==> src/rtl/pwr_pkg.sv <==
// Shared sizing defaults for the power-monitor toggle counter bank.
// The counter bank and any bench that addresses its counters import these values.
package pwr_pkg;

    localparam int unsigned PWR_NUM_CNTR = 5;
    localparam int unsigned PWR_CW       = 32;
    localparam int unsigned PWR_AW       = 3;

endpackage

==> src/rtl/pwr_cntr_cell.sv <==
// One saturating toggle counter.
// It counts cycles where ev differs from its registered copy ev_q while ENB is high.
module pwr_cntr_cell
    import pwr_pkg::*;
#(
    parameter int unsigned CW = PWR_CW
) (
    input  logic          CLK,
    input  logic          RSTn,
    input  logic          ENB,
    input  logic          CLR,
    input  logic          ev,
    input  logic          ev_q,
    output logic [CW-1:0] cnt
);

    // Clear wins over a same-cycle increment; all-ones holds instead of wrapping.
    always_ff @(posedge CLK or negedge RSTn) begin
        if (!RSTn) begin
            cnt <= '0;
        end else if (CLR) begin
            cnt <= '0;
        end else if (ENB && (ev != ev_q) && (cnt != '1)) begin
            cnt <= cnt + CW'(1);
        end
    end

endmodule

==> src/rtl/pwr_cntr_bank.sv <==
// Bank of NUM_CNTR toggle counters with a registered, single-cycle read port.
// An out-of-range address returns zero data and raises ERR.
module pwr_cntr_bank
    import pwr_pkg::*;
#(
    parameter int unsigned NUM_CNTR = PWR_NUM_CNTR,
    parameter int unsigned CW       = PWR_CW,
    parameter int unsigned AW       = PWR_AW
) (
    input  logic                CLK,
    input  logic                RSTn,
    input  logic                ENB,
    input  logic [NUM_CNTR-1:0] EV,
    input  logic                CLR,
    input  logic                RD,
    input  logic [AW-1:0]       dir,
    output logic [CW-1:0]       dato,
    output logic                VLD,
    output logic                ERR
);

    logic [NUM_CNTR-1:0] ev_q;
    logic [CW-1:0]       cnt [NUM_CNTR];
    logic [CW-1:0]       sel_cnt;
    logic                in_range;

    // The EV history is sampled every cycle; ENB and CLR do not affect it.
    always_ff @(posedge CLK or negedge RSTn) begin
        if (!RSTn) begin
            ev_q <= '0;
        end else begin
            ev_q <= EV;
        end
    end

    for (genvar g = 0; g < NUM_CNTR; g++) begin : g_cell
        pwr_cntr_cell #(.CW(CW)) u_cell (
            .CLK  (CLK),
            .RSTn (RSTn),
            .ENB  (ENB),
            .CLR  (CLR),
            .ev   (EV[g]),
            .ev_q (ev_q[g]),
            .cnt  (cnt[g])
        );
    end

    always_comb begin
        sel_cnt  = '0;
        in_range = (32'(dir) < NUM_CNTR);
        for (int unsigned i = 0; i < NUM_CNTR; i++) begin
            if (dir == AW'(i)) begin
                sel_cnt = cnt[i];
            end
        end
    end

    // Counter values are sampled before the same edge updates them, which gives the read snapshot.
    always_ff @(posedge CLK or negedge RSTn) begin
        if (!RSTn) begin
            dato <= '0;
            VLD  <= 1'b0;
            ERR  <= 1'b0;
        end else if (RD) begin
            dato <= in_range ? sel_cnt : '0;
            VLD  <= 1'b1;
            ERR  <= ~in_range;
        end else begin
            dato <= '0;
            VLD  <= 1'b0;
            ERR  <= 1'b0;
        end
    end

endmodule

==> config.mk <==
export PLATFORM = sky130hd
export DESIGN_NAME = pwr_cntr_bank
export DESIGN_NICKNAME = d
export VERILOG_FILES = /design/src/rtl/pwr_pkg.sv /design/src/rtl/pwr_cntr_cell.sv /design/src/rtl/pwr_cntr_bank.sv
export SDC_FILE = /design/constraint.sdc
export NUM_CORES = 1
export LEC_CHECK = 0
export CAP_MARGIN = 10
export CORE_ASPECT_RATIO = 0.7
export CORE_MARGIN = 2
export CORE_UTILIZATION = 50
export DETAILED_ROUTE_END_ITERATION = 8
export GPL_TIMING_DRIVEN = 0
export HOLD_SLACK_MARGIN = 0.03
export PLACE_DENSITY_LB_ADDON = 0.15
export SLEW_MARGIN = 30
export SYNTH_ARGS = -nofsm -noshare
export SYNTH_HDL_FRONTEND = slang
export SYNTH_SLANG_ARGS = --single-unit
==> constraint.sdc <==
create_clock -name CLK -period 4.3 [get_ports CLK]
set_input_delay 0.86 -clock CLK [delete_from_list [all_inputs] [get_ports CLK]]
set_output_delay 0.86 -clock CLK [all_outputs]
set_load 0.1 [all_outputs]
## Yosys cells after proc, flatten, opt, wreduce, memory -nomap -nowiden

Index checks and enable logic that the tools add are counted.

| word-level totals | value |
|---|---|
| flip-flop bits (word level) | 199 |
| input bits | 13 |
| output and inout bits | 34 |
| logic and storage cells | 65 |

| operators by class | value |
|---|---|
| add/sub/neg operators | 5 |
| magnitude comparators | 1 |
| equal/unequal tests | 14 |
| multiplexer cells | 19 |
| bitwise operators | 1 |
| reduce and logical (&&, ||, !) cells | 16 |

Operators by type and width:

| cell | number |
|---|---|
| $mux 32 | 17 |
| $add 32x1->32 const B | 5 |
| $ne 32x32->1 const B | 5 |
| $logic_and 1x1->1 | 10 |
| $reduce_bool 2->1 | 5 |
| $eq 3x2->1 const B | 2 |
| $ne 1x1->1 | 5 |
| $eq 3x1->1 const B | 1 |
| $eq 3x3->1 const B | 1 |
| $logic_not 3->1 | 1 |
| $lt 3x3->1 const B | 1 |
| $mux 1 | 2 |
| $not 1->1 | 1 |

## Longest topological paths before layout

| logic depth | value |
|---|---|
| word-level depth | 8 |
| gate-level depth with buffers | 8 |
| depth with buffers taken out | 6 |

## Modules after synthesis

From an unflattened synthesis, not the netlist that was laid out.

| unflattened totals | value |
|---|---|
| cell total of the unflattened synthesis | 1,235 |
| area total of the unflattened synthesis | 11,622.4 sq um |

Modules (own cells, without submodules):

| module | times used | cells each | area each (sq um) |
|---|---|---|---|
| pwr_cntr_cell | 5 | 193 | 1,799.2 |
| pwr_cntr_bank | 1 | 270 | 2,626.3 |

## Worst setup path after synthesis

Ideal clock, no wire load.

| timing | value |
|---|---|
| path type | input -> register |
| start | in ENB |
| end | reg g_cell[1].u_cell.cnt[29] |
| arrival | 2.640 ns |
| required time | 4.222 ns |
| slack | 1.582 ns |
| stages | 6 |
| buffers on the path | 1 |
| path through | clkbuf_1 inv_1 or4_1 or4_1 or3_1 a21oi_1 |

| on the way | value |
|---|---|
| word-level cells in the longest chain between the ends | 3 |

RTL lines:

| what | RTL line | RTL |
|---|---|---|
| from (decl) | pwr_cntr_bank.sv:12 | `input logic ENB,` |
| $logic_and 1x1->1 (2 in a row) | pwr_cntr_cell.sv:23 | `end else if (ENB && (ev != ev_q) && (cnt != '1)) begin` |
| $reduce_bool 2->1 (no source line) | - |  |
| to (signal assigned) | pwr_cntr_cell.sv:24 | `cnt <= cnt + CW'(1);` |
| to (decl) | pwr_cntr_cell.sv:14 | `output logic [CW-1:0] cnt` |

Every way passes these cells.
A chain may end at the register's enable or synchronous reset.

## Worst setup path after layout

| timing | value |
|---|---|
| start | in ENB |
| end | reg g_cell[4].u_cell.cnt[16] |

| on the way | value |
|---|---|
| word-level cells in the longest chain between the ends | 3 |

RTL lines:

| what | RTL line |
|---|---|
| $logic_and 1x1->1 (2 in a row) | pwr_cntr_cell.sv:23 |
| $reduce_bool 2->1 (no source line) | - |
| to (signal assigned) | pwr_cntr_cell.sv:24 |
| to (decl) | pwr_cntr_cell.sv:14 |

Every way passes these cells.

==> impl_metrics.env <==
export IMPL_status="complete, no violations"
export IMPL_fp_dieArea_mm2=0.0241
export IMPL_period_needed_ns=3.37
export IMPL_via_per_inst=6.53
export IMPL_synth_simple_area_share_pct=26.1
export IMPL_gp_congestion=0.956
export IMPL_final_cell_mix="dfrtp_1, nor2_1, a21oi_1, clkbuf_1, nand2_1"
export IMPL_first_pass_iters=5
export IMPL_p_per_area_mw_per_mm2=302
export IMPL_route_vias_total=10918
export IMPL_synth_mux_area_share_pct=4.63
export IMPL_grtUsageTotal_pct=30.6
export IMPL_nFillCells=2087
export IMPL_ys_flop_type="dfrtp_1"
export IMPL_grt_pass1_vias=9688
export IMPL_ant_nets=0
export IMPL_syn_num_nets=1305
export IMPL_slew_viol_final=0
export IMPL_layout_nets=1368
export IMPL_async_flop_share_pct=100
export IMPL_r2r_setup_slack_ns=1.13
export IMPL_drt_total_wl_um=35700
export IMPL_setup_viol=0
export IMPL_synth_seq_cells=199
export IMPL_synth_fa_ha_area_share_pct=0.546
export IMPL_worst_setup_path_type="in2reg"
export IMPL_tightest_slew_ns=1.09
export IMPL_yosys_area_share_xor_xnor_pct=3.06
export IMPL_grt_max_degree=78
export IMPL_rr_worst_depth=7
export IMPL_rows=46
export IMPL_htreeDepth=4
export IMPL_grt_setup_unrepaired="false"
export IMPL_clockBufferDepth=2
export IMPL_crit_end="g_cell[4].u_cell.cnt[16]"
export IMPL_cts_sinks=199
export IMPL_worstPathRequired_ns=4.67
export IMPL_synth_seq_area_share_pct=43.5
export IMPL_wire_per_inst_um=21.3
export IMPL_post_route_period_util_pct=78.4
export IMPL_coreArea_mm2=0.0226
export IMPL_drc=0
export IMPL_n_antenna_cell=0
export IMPL_fin_total_pwr_mw=3.91
export IMPL_synth_top_family_by_area="simple AND/OR/NAND/NOR gates"
export IMPL_met1_usage_pct=50.4
export IMPL_port_buffers=41
export IMPL_r2r_end="g_cell[3].u_cell.cnt[22]"
export IMPL_final_common_cell="dfrtp_1"
export IMPL_syn_area_mm2=0.0114
export IMPL_multiInputGateArea_mm2=0.00608
export IMPL_yosys_warnings=0
export IMPL_synth_cell_type_count=51
export IMPL_grt_met3_usage_pct=7.01
export IMPL_syn_area_per_cell_um2=8.90
export IMPL_hold_class="in2async"
export IMPL_fp_dieH_um=131
export IMPL_cts_resized=0
export IMPL_relSlewSlack_pct=26.9
export IMPL_io_pin_count=47
export IMPL_cts_root_buf="clkbuf_16"
export IMPL_worstSetupStartpoint="ENB"
export IMPL_path_max_fanout=10
export IMPL_skew_ns=0.0135
export IMPL_place_hpwl_um=26400
export IMPL_cts_tree="yes"
export IMPL_synth_edf_count=0
export IMPL_synth_compound_area_share_pct=18.4
export IMPL_drt_iter0_drc=1365
export IMPL_post_cts_buffers=0
export IMPL_clk_insertion_delay_late_ns=0.46
export IMPL_whs_ns=0.293
export IMPL_max_cap_violations=0
export IMPL_cts_buffers=17
export IMPL_die_width_um=185
export IMPL_irDropWorstVdd_uv=283
export IMPL_fmax_mhz=296
export IMPL_antenna_found_initial=0
export IMPL_worstPathArrival_ns=3.74
export IMPL_startpoint_type="input port"
export IMPL_grt_use_met2_pct=40.3
export IMPL_leakage_nw=4.82
export IMPL_reg2reg_from="g_cell[3].u_cell.cnt[10]"
export IMPL_syn_inst=1287
export IMPL_floorplan_initialDensity_pct=50.7
export IMPL_grt_overflow=0
export IMPL_grt_pass1_wl_um=55800
export IMPL_register_area_mm2=0.00498
export IMPL_drive_gt1_share_pct=5.44
export IMPL_path_clk_slew_ns=0.08
export IMPL_area_delta_synth_final_pct=13.0
export IMPL_critPathCaptureType="flop"
export IMPL_final_hold_viol_count=0
export IMPL_hold_buffers=0
export IMPL_busiest_layer="met1"
## worst max-delay path, stage by stage
cell and delay [ns]:
clkbuf_1 0.59, inv_1 0.38, nor4_1 0.78, o31ai_1 0.28, clkbuf_1 0.30, or3_1 0.39
a21oi_1 0.15
## worst min path at each step
| stage | start | to | slack (ns) | depth (start not counted) |
|---|---|---|---|---|
| CTS | RSTn | g_cell[1].u_cell.cnt[25] | 0.31 | 1 |
| floorplan | g_cell[2].u_cell.cnt[27] | g_cell[2].u_cell.cnt[27] | 0.53 | 2 |
| finish | RSTn | g_cell[1].u_cell.cnt[25] | 0.29 | 1 |
| detailed placement | g_cell[4].u_cell.cnt[20] | g_cell[4].u_cell.cnt[20] | 0.56 | 2 |
| global route | RSTn | g_cell[1].u_cell.cnt[23] | 0.32 | 1 |
| global placement | g_cell[4].u_cell.cnt[20] | g_cell[4].u_cell.cnt[20] | 0.55 | 2 |
## kinds of logic after synthesis
kind of cell               Yosys count
muxes                               50
buffers and inverters              110
adders and majority gates            5
xor gates and xnor gates            40
and+or+nand+nor                    546
AOI/OAI and AO/OA                  337
DFF                                199
## where the power goes
group | total (mW) | internal, mW | switching [mW]
clock network | 1.69 | 0.925 | 0.765
registers | 1.90 | 1.89 | 0.0133
logic | 0.319 | 0.0734 | 0.245
## cell type report
class	count	area share, %
clock buffers	18	3.40
well taps	312	3.02
repair buffers	44	3.66
flip-flops and latches	199	38.5
clock inverters	12	1.19
multi-input cells	978	47.0
inverters	23	0.668
plain buffers	87	2.58
## sequential cells by signal, summed over array words and instances (netlist names)
register / cells
VLD: 1
dato: 32
g_cell.u_cell.cnt: 160
ERR: 1
ev_q: 5
## layer usage
layer | wire [um] | vias to the layer above
li1 | - | 4981
met1 | 17800 | 5407
met2 | 13900 | 499
met3 | 3630 | 31
met4 | 351 | 0
met5 | 0 | -
## per-stage QoR
step | cells | worst slack [ns] | TNS [ns] | area (um2) | utilization, %
after global placement | 1640 | -6.33 | -1253.96 | 12200 | 54.3
after floorplan | 1287 | 1.58 | 0 | 11400 | -
after CTS | 1673 | 1.13 | 0 | 12900 | 57.3
after global routing | 1673 | 0.879 | 0 | 12900 | 57.3
final | 1673 | 0.927 | 0 | 12900 | 57.3
after detailed placement | 1643 | 0.697 | 0 | 12300 | 54.6
## synth_stat cells (all sizes together), types with 2 or more instances
master / instances / area share, %
clkbuf: 79 / 2.6
xor2: 12 / 0.92
o2111ai: 2 / 0.15
a311oi: 2 / 0.15
a21o: 2 / 0.13
nand3b: 4 / 0.26
nor2b: 17 / 0.93
inv: 23 / 0.75
dfrtp: 199 / 43
nor4: 33 / 1.8
nor3: 10 / 0.44
or4: 47 / 3.1
a211oi: 40 / 2.7
nand4: 47 / 2.7
buf: 8 / 0.33
o211ai: 3 / 0.20
nor2: 137 / 4.5
a31oi: 2 / 0.11
a31o: 4 / 0.31
or3b: 2 / 0.15
a2bb2oi: 31 / 2.4
nand3: 56 / 2.4
and4: 21 / 1.6
or4b: 4 / 0.35
and3: 20 / 1.1
mux2i: 35 / 3.1
nand2b: 5 / 0.27
nand2: 65 / 2.1
nor4b: 4 / 0.31
or2: 3 / 0.16
o41ai: 3 / 0.23
a21oi: 136 / 5.9
o31ai: 46 / 3.0
xnor2: 28 / 2.1
or3: 62 / 3.4
mux2: 14 / 1.4
o21ai: 58 / 2.5
ha: 5 / 0.55
and2: 9 / 0.49
o311ai: 4 / 0.31
Note: power is estimated with default switching activity, not from simulation.
